[src/rtl/cc_operand_loader_if.sv]
// Stream-in / frame-out bundle between the nibble source, the loader and the CC stage.
interface cc_operand_loader_if;
  localparam int unsigned NIB_W = 4;
  localparam int unsigned OPT_W = 3;

  logic             in_valid;
  logic [NIB_W-1:0] in_data;
  logic [OPT_W-1:0] in_opt;
  logic             in_clr;
  logic             in_ready;
  logic             out_valid;
  logic             out_ready;
  logic [OPT_W-1:0] out_opt;
  logic [NIB_W-1:0] out_n0;
  logic [NIB_W-1:0] out_n1;
  logic [NIB_W-1:0] out_n2;
  logic [NIB_W-1:0] out_n3;
  logic [NIB_W-1:0] out_n4;

  // Source + consumer side (drives nibbles, accepts frames)
  modport master (
    output in_valid, in_data, in_opt, in_clr, out_ready,
    input  in_ready, out_valid, out_opt, out_n0, out_n1, out_n2, out_n3, out_n4
  );

  // Loader side
  modport slave (
    input  in_valid, in_data, in_opt, in_clr, out_ready,
    output in_ready, out_valid, out_opt, out_n0, out_n1, out_n2, out_n3, out_n4
  );
endinterface

[src/rtl/cc_operand_loader.sv]
// Serial nibble loader: assembles 5-nibble frames into a 2-deep ping-pong buffer
// and presents the oldest committed frame in parallel to the CC stage.
module cc_operand_loader (
  input  logic                 clk,
  input  logic                 rst_n,
  cc_operand_loader_if.slave   bus
);
  localparam int unsigned NIB_W   = 4;
  localparam int unsigned OPT_W   = 3;
  localparam int unsigned FRAME_N = 5;
  localparam int unsigned IDX_W   = 3;
  localparam int unsigned CNT_W   = 2;
  localparam int unsigned DEPTH   = 2;

  typedef struct packed {
    logic [OPT_W-1:0]              opt;
    logic [FRAME_N-1:0][NIB_W-1:0] nib;
  } frame_t;

  frame_t           bank_q [DEPTH];
  frame_t           bank_d [DEPTH];
  logic             wr_bank_q, wr_bank_d;
  logic             rd_bank_q, rd_bank_d;
  logic [CNT_W-1:0] cnt_q, cnt_d;
  logic [IDX_W-1:0] idx_q, idx_d;
  frame_t           out_q, out_d;
  logic             in_ready_q, in_ready_d;
  logic             out_valid_q, out_valid_d;

  logic accept_c;
  logic commit_c;
  logic pop_c;

  assign accept_c = bus.in_valid & in_ready_q;
  assign pop_c    = out_valid_q & bus.out_ready;
  assign commit_c = accept_c & ~bus.in_clr & (idx_q == IDX_W'(FRAME_N - 1));

  // Next-state: nibble write, pointer/count bookkeeping, and the registered view of the read bank
  always_comb begin
    bank_d      = bank_q;
    wr_bank_d   = wr_bank_q;
    rd_bank_d   = rd_bank_q;
    cnt_d       = cnt_q;
    idx_d       = idx_q;

    if (bus.in_clr) begin
      idx_d = '0;
    end else if (accept_c) begin
      bank_d[wr_bank_q].nib[idx_q] = bus.in_data;
      if (idx_q == '0) begin
        bank_d[wr_bank_q].opt = bus.in_opt;
      end
      if (idx_q == IDX_W'(FRAME_N - 1)) begin
        idx_d     = '0;
        wr_bank_d = ~wr_bank_q;
      end else begin
        idx_d = idx_q + IDX_W'(1);
      end
    end

    if (pop_c) begin
      rd_bank_d = ~rd_bank_q;
    end

    unique case ({commit_c, pop_c})
      2'b10:   cnt_d = cnt_q + CNT_W'(1);
      2'b01:   cnt_d = cnt_q - CNT_W'(1);
      default: cnt_d = cnt_q;
    endcase

    in_ready_d  = (cnt_d != CNT_W'(DEPTH));
    out_valid_d = (cnt_d != '0);
    out_d       = bank_d[rd_bank_d];
  end

  // State and output registers
  always_ff @(posedge clk or negedge rst_n) begin
    if (!rst_n) begin
      bank_q[0]   <= '0;
      bank_q[1]   <= '0;
      wr_bank_q   <= 1'b0;
      rd_bank_q   <= 1'b0;
      cnt_q       <= '0;
      idx_q       <= '0;
      out_q       <= '0;
      in_ready_q  <= 1'b1;
      out_valid_q <= 1'b0;
    end else begin
      bank_q[0]   <= bank_d[0];
      bank_q[1]   <= bank_d[1];
      wr_bank_q   <= wr_bank_d;
      rd_bank_q   <= rd_bank_d;
      cnt_q       <= cnt_d;
      idx_q       <= idx_d;
      out_q       <= out_d;
      in_ready_q  <= in_ready_d;
      out_valid_q <= out_valid_d;
    end
  end

  assign bus.in_ready  = in_ready_q;
  assign bus.out_valid = out_valid_q;
  assign bus.out_opt   = out_q.opt;
  assign bus.out_n0    = out_q.nib[0];
  assign bus.out_n1    = out_q.nib[1];
  assign bus.out_n2    = out_q.nib[2];
  assign bus.out_n3    = out_q.nib[3];
  assign bus.out_n4    = out_q.nib[4];
endmodule
[src/flat_wrapper.sv]
// flat-port wrapper written by rule: the top's interface ports become plain ports
module cc_operand_loader_flat 
  (clk, rst_n, bus_in_valid, bus_in_data, bus_in_opt, bus_in_clr, bus_out_ready, bus_in_ready, bus_out_valid, bus_out_opt, bus_out_n0, bus_out_n1, bus_out_n2, bus_out_n3, bus_out_n4);
  cc_operand_loader_if bus_i ();
  input  logic clk;
  input  logic rst_n;
  input wire logic [$bits(bus_i.in_valid)-1:0] bus_in_valid;
  input wire logic [$bits(bus_i.in_data)-1:0] bus_in_data;
  input wire logic [$bits(bus_i.in_opt)-1:0] bus_in_opt;
  input wire logic [$bits(bus_i.in_clr)-1:0] bus_in_clr;
  input wire logic [$bits(bus_i.out_ready)-1:0] bus_out_ready;
  output wire logic [$bits(bus_i.in_ready)-1:0] bus_in_ready;
  output wire logic [$bits(bus_i.out_valid)-1:0] bus_out_valid;
  output wire logic [$bits(bus_i.out_opt)-1:0] bus_out_opt;
  output wire logic [$bits(bus_i.out_n0)-1:0] bus_out_n0;
  output wire logic [$bits(bus_i.out_n1)-1:0] bus_out_n1;
  output wire logic [$bits(bus_i.out_n2)-1:0] bus_out_n2;
  output wire logic [$bits(bus_i.out_n3)-1:0] bus_out_n3;
  output wire logic [$bits(bus_i.out_n4)-1:0] bus_out_n4;
  assign bus_i.in_valid = bus_in_valid;
  assign bus_i.in_data = bus_in_data;
  assign bus_i.in_opt = bus_in_opt;
  assign bus_i.in_clr = bus_in_clr;
  assign bus_i.out_ready = bus_out_ready;
  assign bus_in_ready = bus_i.in_ready;
  assign bus_out_valid = bus_i.out_valid;
  assign bus_out_opt = bus_i.out_opt;
  assign bus_out_n0 = bus_i.out_n0;
  assign bus_out_n1 = bus_i.out_n1;
  assign bus_out_n2 = bus_i.out_n2;
  assign bus_out_n3 = bus_i.out_n3;
  assign bus_out_n4 = bus_i.out_n4;
  cc_operand_loader u_core (.clk(clk), .rst_n(rst_n), .bus(bus_i));
endmodule
[config.mk]
export PLATFORM = sky130hd
export DESIGN_NAME = cc_operand_loader_flat
export DESIGN_NICKNAME = d
export VERILOG_FILES = /design/src/rtl/cc_operand_loader_if.sv /design/src/rtl/cc_operand_loader.sv /design/src/flat_wrapper.sv
export SDC_FILE = /design/constraint.sdc
export NUM_CORES = 1
export LEC_CHECK = 0
export CAP_MARGIN = 20
export CELL_PAD_IN_SITES_DETAIL_PLACEMENT = 1
export CELL_PAD_IN_SITES_GLOBAL_PLACEMENT = 1
export CORE_MARGIN = 4
export CORE_UTILIZATION = 44
export CTS_CLUSTER_DIAMETER = 120
export DETAILED_ROUTE_END_ITERATION = 10
export GPL_TIMING_DRIVEN = 0
export PLACE_DENSITY_LB_ADDON = 0.1
export SLEW_MARGIN = 10
export SYNTH_ARGS = -nofsm -noshare
export SYNTH_HDL_FRONTEND = slang
export SYNTH_SLANG_ARGS = --single-unit
[constraint.sdc]
create_clock -name clk -period 3.3 [get_ports clk]
set_input_delay 0.99 -clock clk [delete_from_list [all_inputs] [get_ports clk]]
set_output_delay 0.99 -clock clk [all_outputs]
set_load 0.03 [all_outputs]
==> results of run 1 <==
cell families after synthesis:
family | after synthesis | synth area share, %
AOI/OAI and AO/OA | 58 | 12.4
muxes | 40 | 12.7
adders and majority gates | 3 | 1.06
DFF | 78 | 55.0
and+or+nand+nor | 78 | 14.1
xor gates and xnor gates | 4 | 0.986
buffers and inverters | 30 | 3.80
power groups by stage:
stage               Clock, mW  Sequential (mW)  Combinational, mW
detailed placement          0             1.39               1.42
global route            0.850             1.41               1.53
finish                  0.790             1.37               1.42
floorplan                   0             1.61              0.706
global placement            0             1.38               1.39
CTS                     0.807             1.38               1.43
layout by cell type (no fill, tap or decap), types with 2 or more instances in the layout:
cell type,count
xor2_1,2
o221a_2,7
inv_2,3
nor3_1,9
buf_4,3
ha_1,3
mux2_2,34
a211oi_1,4
nor3_4,2
and3b_1,2
mux2i_1,4
clkbuf_1,11
bufinv_16,2
or3_1,12
nand2_1,20
o211a_1,4
nand3b_1,4
nand3_1,3
nor2_1,8
clkbuf_8,10
nor4_4,2
dfrtp_1,77
a21oi_1,6
o32ai_1,7
a31oi_1,3
clkinv_2,2
xnor2_1,2
clkdlybuf4s50_1,35
a2111oi_0,8
buf_2,6
nor3b_1,4
inv_1,9
and3_1,3
o21ai_0,13
layout make-up:
cell class	instances	area [um^2]	area share, %
sequential	78	1950	45.6
multi-input combinational	183	1470	34.2
timing repair buffer	37	385	9.00
clock buffer	12	145	3.39
tap	102	128	2.98
buffer	18	90.1	2.10
clock inverter	4	70.1	1.64
inverter	12	45.0	1.05
registers in the layout (all words and copies together) (netlist names):
signal / cells
u_core.bus.out_valid: 1
u_core.bus.out_n2: 4
u_core.bus.out_n1: 4
u_core.idx_q: 3
u_core.rd_bank_q: 1
u_core.bus.out_n0: 4
u_core.bus.in_ready: 1
u_core.bus.out_n3: 4
u_core.bus.out_n4: 4
u_core.bank_q: 46
u_core.bus.out_opt: 3
u_core.cnt_q: 2
u_core.wr_bank_q: 1
per-layer routing:
metal / global-route usage [%] / part of all wire (%) / routed length, um
met4: 5.22 / 0.64 / 52
met3: 3.71 / 2.9 / 235
met5: 0 / 0 / 0
met2: 27.7 / 49 / 3950
met1: 23.8 / 48 / 3900
path summary, 6_finish.rpt:
| check | startpoint | end | slack [ns] | depth (start not counted) |
|---|---|---|---|---|
| hold / removal | u_core.bank_q[32]$_DFF_PN0_ | u_core.bank_q[32]$_DFF_PN0_ | 0.48 | 2 |
| hold reg to reg | u_core.bank_q[32]$_DFF_PN0_ | u_core.bank_q[32]$_DFF_PN0_ | 0.48 | 2 |
| max in group asynchronous | rst_n | u_core.bus.in_ready$_DFF_PN1_ | 2.14 | 2 |
| setup reg to reg | u_core.idx_q[0]$_DFFE_PN0P_ | u_core.bus.out_valid$_DFF_PN0_ | 1.07 | 8 |
| setup / recovery | bus_out_ready | u_core.bus.out_n4[0]$_DFF_PN0_ | 0.55 | 7 |
| min in group asynchronous | rst_n | u_core.bank_q[19]$_DFF_PN0_ | 0.54 | 1 |
tightest hold or removal path: stages, from the launching register on:
cell and delay (ns):
dfrtp_1 0.34, nand2_1 0.05, o21ai_0 0.06
==> flow_summary.yaml, run 1 <==
setup_path:
  crit_fanout: 10
  crit_chain: "clkdlybuf4s50_1 > and3b_1 > nor2_1 > inv_2 > clkbuf_1 > a2111oi_0 > nor3_1"
  critPathLaunchType: "input pin"
  crit_arrival_ns: 2.96
  crit_slowest_cell: "a2111oi_0"
  endpoint_kind: "flip-flop"
  slowest_delay_ns: 0.57
  setup.worst_path.class: "input pin to flip-flop"
  cp_top_family: "buffers and inverters"
  crit_buf_inv: 3
  cp.required_ns: 3.52
floorplanning:
  die_area_um2: 9580
  num_rows: 32
  die_x_um: 97.9
  initial_utilization_pct: 45.5
  io_pins: 37
  coreArea_um2: 7810
  die_h_um: 97.9
finish:
  fillers: 823
  flow.area_growth_from_synthesis_pct: 20.5
  nNetsFinal: 354
  diodes: 0
  layout.cells.non_filler: 446
  stdcell_area_um2: 4280
  final_core_util_pct: 54.8
  drive_gt1_share_pct: 23.0
timing:
  hold_viol: 0
  max_freq_mhz: 364
  whs_ns: 0.481
  finalCritPeriodShare_pct: 83.2
  worst_pin_slew_ns: 0.764
  setup_ws_ns: 0.554
  report.final.slew_viol_count: 0
  fin_tns_setup_ns: 0
  fin_crit_ns: 2.75
  skew_ns: 0.00744
  slew-limit-headroom_pct: 48.6
  finalSetupViolations: 0
  rsz0062_at_grt: "no"
outcome:
  status: "completed"
logic_synthesis:
  synth_area_leaders: "dfrtp_1 (54%), mux2_2 (11%), o221a_2 (2.2%), nand2_1 (2.1%), or3_1 (2.1%)"
  synth_top_area_share_pct: 54.2
  synth_edf_count: 0
  synth-seq-cells: 78
  syn_avg_cell_area_um2: 12.2
  yosys.area.top_type: "dfrtp_1"
  synth_commonest_cells: "dfrtp_1 (77), mux2_2 (34), nand2_1 (20), o21ai_0 (13), or3_1 (12)"
  syn-cell-area_um2: 3550
  yosysMostFrequentCell: "dfrtp_1"
  synthArstFlopShare_pct: 100
  syn_nets: 306
  ys_types: 49
  ys_seq_area_share_pct: 55.0
  synth_ff_type: "dfrtp_1"
  synth_cells: 291
  yosys_warnings: 0
drt:
  post-route-drc-count: 0
  wl_per_cell_um: 18.3
  vias: 2497
  wirelength_um: 8150
  antenna_left: 0
  dr.first_iter.drc_count: 103
  viasPerCell: 5.60
  detail_route.first_pass.iterations: 4
clock_tree:
  path_clk_slew_ns: 0.08
  postCtsSetupRepairBufs: 0
  cts_hold_buf: 0
  cts_root_buf: "clkbuf_8"
  numCtsBuffers: 9
  cts_sinks: 78
  ctsResizeCount: 0
  htreeDepth: 3
  clock_latency_ns: 0.34
  cts_tree: "built"
  clock_path_buffers: 2
global_routing:
  grt_overflow: 0
  grt_pass1_vias: 2520
  antenna_found_initial: 0
  grt_pass1_wl_um: 13300
  grt_max_degree: 56
  grt_use_total_pct: 17.4
flow_run:
  drv_cap: 0
power:
  power_density_nw_per_um2: 836
  internal-power_mw: 2.31
  pwr-share-comb_pct: 39.6
  p_leak_nw: 1.93
  seqPwrFrac_pct: 38.3
  netSwitchingPower_mw: 1.27
  peakVddDrop_uv: 433
  p_clk_share_pct: 22.1
  power_mw: 3.58
  sw_frac_of_total_pct: 35.5
placement:
  pre_cts_ws_ns: 0.162
  dp_cells: 430
  place_area_um2: 4070
  dpl.hpwl_um: 5550
  globalplace.congestion: 0.769
  numPortBuffers: 36
worst_hold_path:
  holdCritPathClass: "flip-flop to flip-flop"
(Power assumes the default switching activity.)
==> run 2: changes to the inputs <==
--- a/config.mk
+++ b/config.mk
@@ -9,7 +9,7 @@
 export CELL_PAD_IN_SITES_DETAIL_PLACEMENT = 1
 export CELL_PAD_IN_SITES_GLOBAL_PLACEMENT = 1
 export CORE_MARGIN = 4
-export CORE_UTILIZATION = 44
+export CORE_UTILIZATION = 41
 export CTS_CLUSTER_DIAMETER = 120
 export DETAILED_ROUTE_END_ITERATION = 10
 export GPL_TIMING_DRIVEN = 0
==> constraint.sdc (replaced) <==
create_clock -name clk -period 2.4 [get_ports clk]
set_input_delay 0.72 -clock clk [delete_from_list [all_inputs] [get_ports clk]]
set_output_delay 0.72 -clock clk [all_outputs]
set_load 0.03 [all_outputs]
==> flow_summary.yaml, run 2 (synthesized netlist as in run 1, its figures left out) <==
drt:
  detail_route.first_pass.iterations: 4
  dr.first_iter.drc_count: 79
  wirelength_um: 8360
  antenna_left: 0
  vias: 2476
  wl_per_cell_um: 18.7
  post-route-drc-count: 0
  viasPerCell: 5.54
global_routing:
  antenna_found_initial: 0
  grt_use_total_pct: 18.5
  grt_overflow: 0
  grt_pass1_wl_um: 14400
  grt_pass1_vias: 2678
  grt_max_degree: 44
finish:
  drive_gt1_share_pct: 24.9
  mostFrequentLayoutCells: "dfrtp_1 (77), mux2_2 (34), clkdlybuf4s50_1 (34)"
  layout.cells.non_filler: 447
  diodes: 0
  final_common_cell: "dfrtp_1"
  largest_reg_flops: 46
  flow.area_growth_from_synthesis_pct: 22.1
  nNetsFinal: 353
  regMostFlops: "u_core.bank_q"
placement:
  dp_cells: 433
  numPortBuffers: 36
  dpl.hpwl_um: 5700
  globalplace.congestion: 0.745
outcome:
  status: "completed"
setup_path:
  crit_arrival_ns: 2.57
  rr_startpoint: "u_core.idx_q[0]$_DFFE_PN0P_"
  r2r_setup_slack_ns: 0.23
  endpoint_kind: "flip-flop"
  crit_fanout: 9
  setup.worst_path.class: "input pin to flip-flop"
  critPathLaunchType: "input pin"
  reg2reg_to: "u_core.bus.out_valid$_DFF_PN0_"
  r2r_cells: 7
  cp.required_ns: 2.64
clock_tree:
  clock_path_buffers: 2
  cts_sinks: 78
  cts_hold_buf: 0
  clock_latency_ns: 0.35
  numCtsBuffers: 9
  cts_root_buf: "clkbuf_8"
  htreeDepth: 3
  cts_tree: "built"
  path_clk_slew_ns: 0.08
floorplanning:
  coreArea_um2: 8340
  initial_utilization_pct: 42.6
  die_h_um: 101
  die_area_um2: 10200
  io_pins: 37
  die_x_um: 101
  num_rows: 33
timing:
  finalSetupViolations: 0
  fin_crit_ns: 2.33
  rsz0062_at_grt: "yes"
  skew_ns: 0.00700
  worst_pin_slew_ns: 0.663
  hold_viol: 0
  slew-limit-headroom_pct: 55.4
  fin_tns_setup_ns: 0
  max_freq_mhz: 429
  report.final.slew_viol_count: 0
  finalCritPeriodShare_pct: 97.1
worst_hold_path:
  holdCritPathClass: "input pin to async pin"
power:
  power_mw: 5.12
  peakVddDrop_uv: 526
  power_density_nw_per_um2: 1180
  p_leak_nw: 1.96
flow_run:
  drv_cap: 0
## run 2: cell types whose count changed in the layout (fill, tap and decap cells not counted), sizes merged
cell / previous run / this run
clkinv: 2 / 0
dlymetal6s2s: 0 / 1
clkdlybuf4s50: 35 / 34
clkbuf: 21 / 20
bufinv: 2 / 3
## run 2: repair_timing
item                       CTS  global route
pin swaps                    0             0
setup endpoints to repair    3            15
setup buffers                0             0
gates cloned                 0             0
resized for setup            1            10
## run 2: report_power, final
part	internal, mW	switching, mW	total (mW)
clock network	0.771	0.488	1.26
registers	1.71	0.174	1.89
logic	0.862	1.11	1.98
## run 2: worst max-delay path, cell delays in order
cell	delay, ns
clkdlybuf4s50_1	0.49
and3b_1	0.30
nand3_1	0.27
nor2_1	0.39
mux2_2	0.39
## run 2: how the worst max path moves through the flow
stage	startpoint	to	slack, ns	cells after the start
after floorplan	bus_in_clr	u_core.bus.out_n1[0]$_DFF_PN0_	0.47	5
after global placement	rst_n	u_core.bank_q[36]$_DFF_PN0_	-2.23	1
after detailed placement	bus_out_ready	u_core.bus.out_n4[1]$_DFF_PN0_	-0.37	7
after CTS	bus_in_clr	u_core.bus.out_n0[1]$_DFF_PN0_	0.05	6
after global routing	bus_out_ready	u_core.bus.out_n4[1]$_DFF_PN0_	-0.06	7
final	bus_in_clr	u_core.bank_q[39]$_DFF_PN0_	0.07	5
## run 2: metrics by stage
stage	util (%)	area (um^2)	setup slack [ns]	hold WS, ns
after floorplan	-	3550	0.468	0.424
after global placement	48.5	4050	-2.23	0.459
after CTS	51.8	4320	0.0538	0.336
final	52.0	4340	0.0690	0.321
after global routing	52.0	4340	-0.0642	0.345
after detailed placement	48.7	4060	-0.369	0.467
## run 2: layout make-up
cell class / count / area, um^2
Timing Repair Buffer: 37 / 380
Tap cell: 105 / 131
Clock buffer: 12 / 165
Multi-Input combinational cell: 183 / 1490
Fill cell: 872 / 4000
Sequential cell: 78 / 1950
Inverter: 12 / 45.0
Clock inverter: 3 / 90.1
Buffer: 17 / 88.8
## run 2: routing by layer
layer	GRT usage, %	share of wire, %
met3	3.94	3.9
met5	0	0
met4	6.24	1.3
met2	29.8	48
met1	24.8	46
==> run 3: changes to the inputs <==
--- a/config.mk
+++ b/config.mk
@@ -5,11 +5,12 @@
 export SDC_FILE = /design/constraint.sdc
 export NUM_CORES = 1
 export LEC_CHECK = 0
+export ABC_AREA = 1
 export CAP_MARGIN = 20
 export CELL_PAD_IN_SITES_DETAIL_PLACEMENT = 1
 export CELL_PAD_IN_SITES_GLOBAL_PLACEMENT = 1
 export CORE_MARGIN = 4
-export CORE_UTILIZATION = 41
+export CORE_UTILIZATION = 39
 export CTS_CLUSTER_DIAMETER = 120
 export DETAILED_ROUTE_END_ITERATION = 10
 export GPL_TIMING_DRIVEN = 0
==> flow_summary.yaml, run 3 <==
placement:
  pre_cts_ws_ns: -0.0145
  numPortBuffers: 36
  dpl.hpwl_um: 5960
  dp_cells: 559
  globalplace.congestion: 0.730
power:
  p_clk_share_pct: 21.8
  power_density_nw_per_um2: 1250
  netSwitchingPower_mw: 2.10
  pwr-share-comb_pct: 43.8
  p_leak_nw: 2.10
  sw_frac_of_total_pct: 38.1
  peakVddDrop_uv: 503
  internal-power_mw: 3.40
  seqPwrFrac_pct: 34.4
setup_path:
  crit_arrival_ns: 1.55
  crit_buf_inv: 1
  reg2reg_to: "u_core.bus.in_ready$_DFF_PN1_"
  cp.required_ns: 1.68
  crit_chain: "clkdlybuf4s50_1"
  critPathLaunchType: "flip-flop"
  r2r_setup_slack_ns: 0.46
  slowest_delay_ns: 0.67
  crit_fanout: 2
  cp_top_family: "buffers and inverters"
  endpoint_kind: "output port"
  setup.worst_path.class: "flip-flop to output port"
  rr_startpoint: "u_core.idx_q[0]$_DFFE_PN0P_"
  crit_slowest_cell: "clkdlybuf4s50_1"
  r2r_cells: 10
drt:
  detail_route.first_pass.iterations: 4
  post-route-drc-count: 0
  dr.first_iter.drc_count: 105
  wirelength_um: 8780
  wl_per_cell_um: 15.3
  viasPerCell: 4.96
  vias: 2848
  antenna_left: 0
finish:
  multiInputGateArea_um2: 1350
  diodes: 0
  layout.cells.non_filler: 574
  mostFrequentLayoutCells: "nand3_1 (96), nand2_1 (87), dfrtp_1 (77)"
  flow.area_growth_from_synthesis_pct: 20.8
  seq_area_um2: 1950
  nNetsFinal: 477
  fillers: 1062
  final_common_cell: "nand3_1"
  final_core_util_pct: 49.4
  drive_gt1_share_pct: 10.3
  regMostFlops: "u_core.bank_q"
  largest_reg_flops: 46
timing:
  setup_ws_ns: 0.132
  finalSetupViolations: 0
  report.final.slew_viol_count: 0
  rsz0062_at_grt: "no"
  finalCritPeriodShare_pct: 94.5
  skew_ns: 0.0121
  worst_pin_slew_ns: 0.509
  hold_viol: 0
  fin_crit_ns: 2.27
  slew-limit-headroom_pct: 65.9
  max_freq_mhz: 441
flow_run:
  drv_cap: 0
logic_synthesis:
  synth_area_leaders: "dfrtp_1 (53%), nand3_1 (13%), nand2_1 (9.0%), and2_1 (7.9%), inv_1 (6.0%)"
  syn_avg_cell_area_um2: 8.78
  synth_edf_count: 0
  yosys.area.top_type: "dfrtp_1"
  yosys_warnings: 0
  ys_types: 26
  synth_cells: 414
  yosysMostFrequentCell: "nand3_1"
  synth_ff_type: "dfrtp_1"
  synth_commonest_cells: "nand3_1 (96), nand2_1 (87), dfrtp_1 (77), inv_1 (58), and2_1 (46)"
  ys_seq_area_share_pct: 53.8
  synth_top_area_share_pct: 53.0
  synth-seq-cells: 78
  syn-cell-area_um2: 3630
  synthArstFlopShare_pct: 100
  syn_nets: 429
floorplanning:
  coreArea_um2: 8890
  io_pins: 37
  die_h_um: 105
  die_x_um: 105
  die_area_um2: 10900
  num_rows: 34
  initial_utilization_pct: 40.9
global_routing:
  grt_use_total_pct: 17.3
  grt_overflow: 0
  grt_max_degree: 57
  grt_pass1_wl_um: 15100
  antenna_found_initial: 0
  grt_pass1_vias: 3061
clock_tree:
  path_clk_slew_ns: 0.09
  clock_latency_ns: 0.35
  cts_root_buf: "clkbuf_8"
  cts_sinks: 78
  cts_tree: "built"
  postCtsSetupRepairBufs: 0
  clock_path_buffers: 2
  htreeDepth: 3
  ctsResizeCount: 0
  cts_hold_buf: 0
  numCtsBuffers: 9
outcome:
  status: "completed"
worst_hold_path:
  holdCritPathClass: "input pin to async pin"
-- run 3: cell types whose count changed in the layout (fill, tap and decap cells not counted), sizes merged, moves of 7 or more --
cell     delta
nor3       -11
o221a       -8
or3        -12
mux2       -35
o32ai       -7
nand2      +74
nand3      +93
and2       +45
inv        +50
clkbuf      -9
a2111oi     -8
o21ai      -11
-- run 3: final cells by class --
cell class                      count  area share, %
Clock inverter                      4           2.17
Inverter                           66           5.64
Multi-Input combinational cell    259           30.8
Sequential cell                    78           44.5
Tap cell                          108           3.08
Buffer                             11           1.80
Timing Repair Buffer               37           8.78
Clock buffer                       11           3.22
-- run 3: worst max path at each step --
stage                                  startpoint                               to  slack [ns]  depth (start not counted)
floorplan             u_core.idx_q[0]$_DFFE_PN0P_    u_core.bus.in_ready$_DFF_PN1_        0.62                         10
global placement                            rst_n  u_core.bus.out_opt[1]$_DFF_PN0_       -2.29                          1
detailed placement                   bus_in_valid    u_core.bus.in_ready$_DFF_PN1_       -0.01                         10
CTS                 u_core.bus.in_ready$_DFF_PN1_                     bus_in_ready        0.12                          1
global route        u_core.bus.in_ready$_DFF_PN1_                     bus_in_ready         0.1                          1
finish              u_core.bus.in_ready$_DFF_PN1_                     bus_in_ready        0.13                          1
-- run 3: cells by family after synthesis --
family / Yosys count / share of synthesized area [%]
DFF: 78 / 53.8
AOI/OAI and AO/OA: 5 / 0.723
buffers and inverters: 77 / 8.99
adders and majority gates: 3 / 1.03
xor gates and xnor gates: 3 / 0.930
and+or+nand+nor: 248 / 34.6
-- run 3: power by group through the flow --
stage               clock network, mW  registers (mW)  logic, mW
detailed placement                  0            1.93       2.42
finish                           1.20            1.89       2.41
CTS                              1.22            1.90       2.44
global route                     1.28            1.95       2.68
floorplan                           0            2.29       1.22
global placement                    0            1.91       2.35
-- run 3: metrics by stage --
stage	total power, mW	TNS (ns)	hold WS (ns)	area (um^2)
2_1_floorplan	3.51	0	0.424	3630
3_5_place_dp	4.35	-0.0145	0.505	4150
4_1_cts	5.56	0	0.272	4390
3_3_place_gp	4.26	-177.63	0.499	4130
6_report	5.49	0	0.254	4390
5_1_grt	5.90	0	0.276	4390
-- run 3: layer usage --
metal,up-vias,wire length [um],share of wire [%],GRT usage (%)
met4,0,67,0.76,5.41
met5,-,0,0,0
met2,34,4280,49,29.3
met1,1425,4190,48,22.8
met3,6,243,2.8,2.55
li1,1383,-,-,-
==> patch: new RTL, settings of run 3 <==
`OPT_W` is set to 3 in 2 places; all go to 5.
--- a/src/rtl/cc_operand_loader_if.sv
+++ b/src/rtl/cc_operand_loader_if.sv
@@ -1,7 +1,7 @@
 // Stream-in / frame-out bundle between the nibble source, the loader and the CC stage.
 interface cc_operand_loader_if;
   localparam int unsigned NIB_W = 4;
-  localparam int unsigned OPT_W = 3;
+  localparam int unsigned OPT_W = 5;
 
   logic             in_valid;
   logic [NIB_W-1:0] in_data;
--- a/src/rtl/cc_operand_loader.sv
+++ b/src/rtl/cc_operand_loader.sv
@@ -6,7 +6,7 @@
   cc_operand_loader_if.slave   bus
 );
   localparam int unsigned NIB_W   = 4;
-  localparam int unsigned OPT_W   = 3;
+  localparam int unsigned OPT_W   = 5;
   localparam int unsigned FRAME_N = 5;
   localparam int unsigned IDX_W   = 3;
   localparam int unsigned CNT_W   = 2;
Ports: changed (resized bus_in_opt and bus_out_opt); port bits go from 37 to 41. The function was not compared with the original's and may differ.
==> patch against run 3 <==
Maximum frequency is essentially flat. Wire length increased by 3.4%. Synthesized area rose by 5.5%. Power grew 3.4%. Final area rose by 4.9%. Setup slack improved by 0.0017 ns. Sequential cell count grew 6. Synthesized cell count increased by 7.2%. Largest cell class unchanged.
==> patch: results (changes against run 3) <==
Placement
  • Final HPWL from detailed placement: 6450 um (was 5960 um)
  • RePlAce Congestion: 0.767 (was 0.730)
  • Port bufs: 40 (was 36)
  • Placement Cell Area: 0.00442 sq mm (was 0.00415 sq mm)

Run status
  • Status: complete, no violations (unchanged)

Global routing
  • GR Util All Layers: 17.4% (was 17.3%)

Layout
  • Total Nets Final: 513 (was 477)
  • # fillers: 1145 (was 1062)
  • Share of cells above drive strength 1: 8.20% (was 10.3%)
  • Max reg flops: 50 (was 46)

Setup path
  • R2r setup slk: 0.39 ns (was 0.46 ns)
  • R2R depth: 11 (was 10)

Synth
  • Top cells by count, synth: nand3_1, nand2_1, dfrtp_1 (unchanged)
  • Syn Nets: 461 (was 429)
  • Synth cell types: 23 (was 26)
  • Synth top area cells: dfrtp_1, nand3_1, nand2_1, and2_1, inv_1 (unchanged)

Power and ir drop
  • Peak VDD IR: 0.526 mV (was 0.503 mV)
  • Pleak: 2.22 nW (was 2.10 nW)
  • Power Combinational: 2.60 mW (was 2.41 mW)
  • Clock power frac: 17.2% (was 21.8%)

Timing
  • Max-Slew Margin vs Limit: 62.2% (was 65.9%)
  • Worst hold slack: 0.357 ns (was 0.254 ns)
  • Final worst clock skew: 0.0112 ns (was 0.0121 ns)

Drt
  • Drt initial violations: 85 (was 105)
  • Vias/cell: 4.81 (was 4.96)
## patch: layout make-up
type	instances	area, sq um	share of cell area, %
buffer	11	57.6	1.25
multi-input combinational	278	1410	30.6
tap	129	161	3.51
timing repair buffer	41	425	9.24
clock inverter	4	51.3	1.11
clock buffer	11	131	2.85
sequential	84	2100	45.7
inverter	71	267	5.79
## patch: worst reg2reg max path: stages, from the launching register on
cell     delay, ns
dfrtp_1       0.48
inv_2         0.19
ha_1          0.22
nand2_1       0.07
inv_1         0.08
nand4_1       0.13
ha_1          0.23
or2_2         0.28
nand3_1       0.07
nand2_1       0.07
nand2_1       0.07
nand2_1       0.06
## patch: cells by family (layout without fill, tap and decap cells)
kind of cell / after synthesis / count (layout) / synth area share [%]
compound gates: 5 / 5 / 0.652
xor+xnor: 3 / 3 / 0.881
fa+ha+maj: 3 / 3 / 0.979
buf+inv: 82 / 138 / 8.45
flops: 84 / 84 / 54.8
simple gates: 267 / 267 / 34.2
## patch: routing by layer
layer	up-vias	routed length, um	global-route usage [%]
li1	1482	-	-
met1	1503	4220	23.0
met2	33	4580	30.0
met3	8	184	2.41
met4	0	95	4.66
met5	-	0	0
## patch: metrics by stage
| step | util [%] | std cells | setup WS (ns) | total power [mW] | setup TNS, ns |
|---|---|---|---|---|---|
| 4_1_cts | 48.9 | 629 | 0.117 | 5.79 | 0 |
| 3_3_place_gp | 46.7 | 613 | -2.58 | 4.68 | -215.39 |
| 5_1_grt | 48.9 | 629 | 0.0832 | 6.17 | 0 |
| 6_report | 48.9 | 629 | 0.133 | 5.68 | 0 |
| 3_5_place_dp | 47.0 | 614 | -0.0462 | 4.78 | -0.330 |
| 2_1_floorplan | - | 444 | 0.593 | 3.86 | 0 |
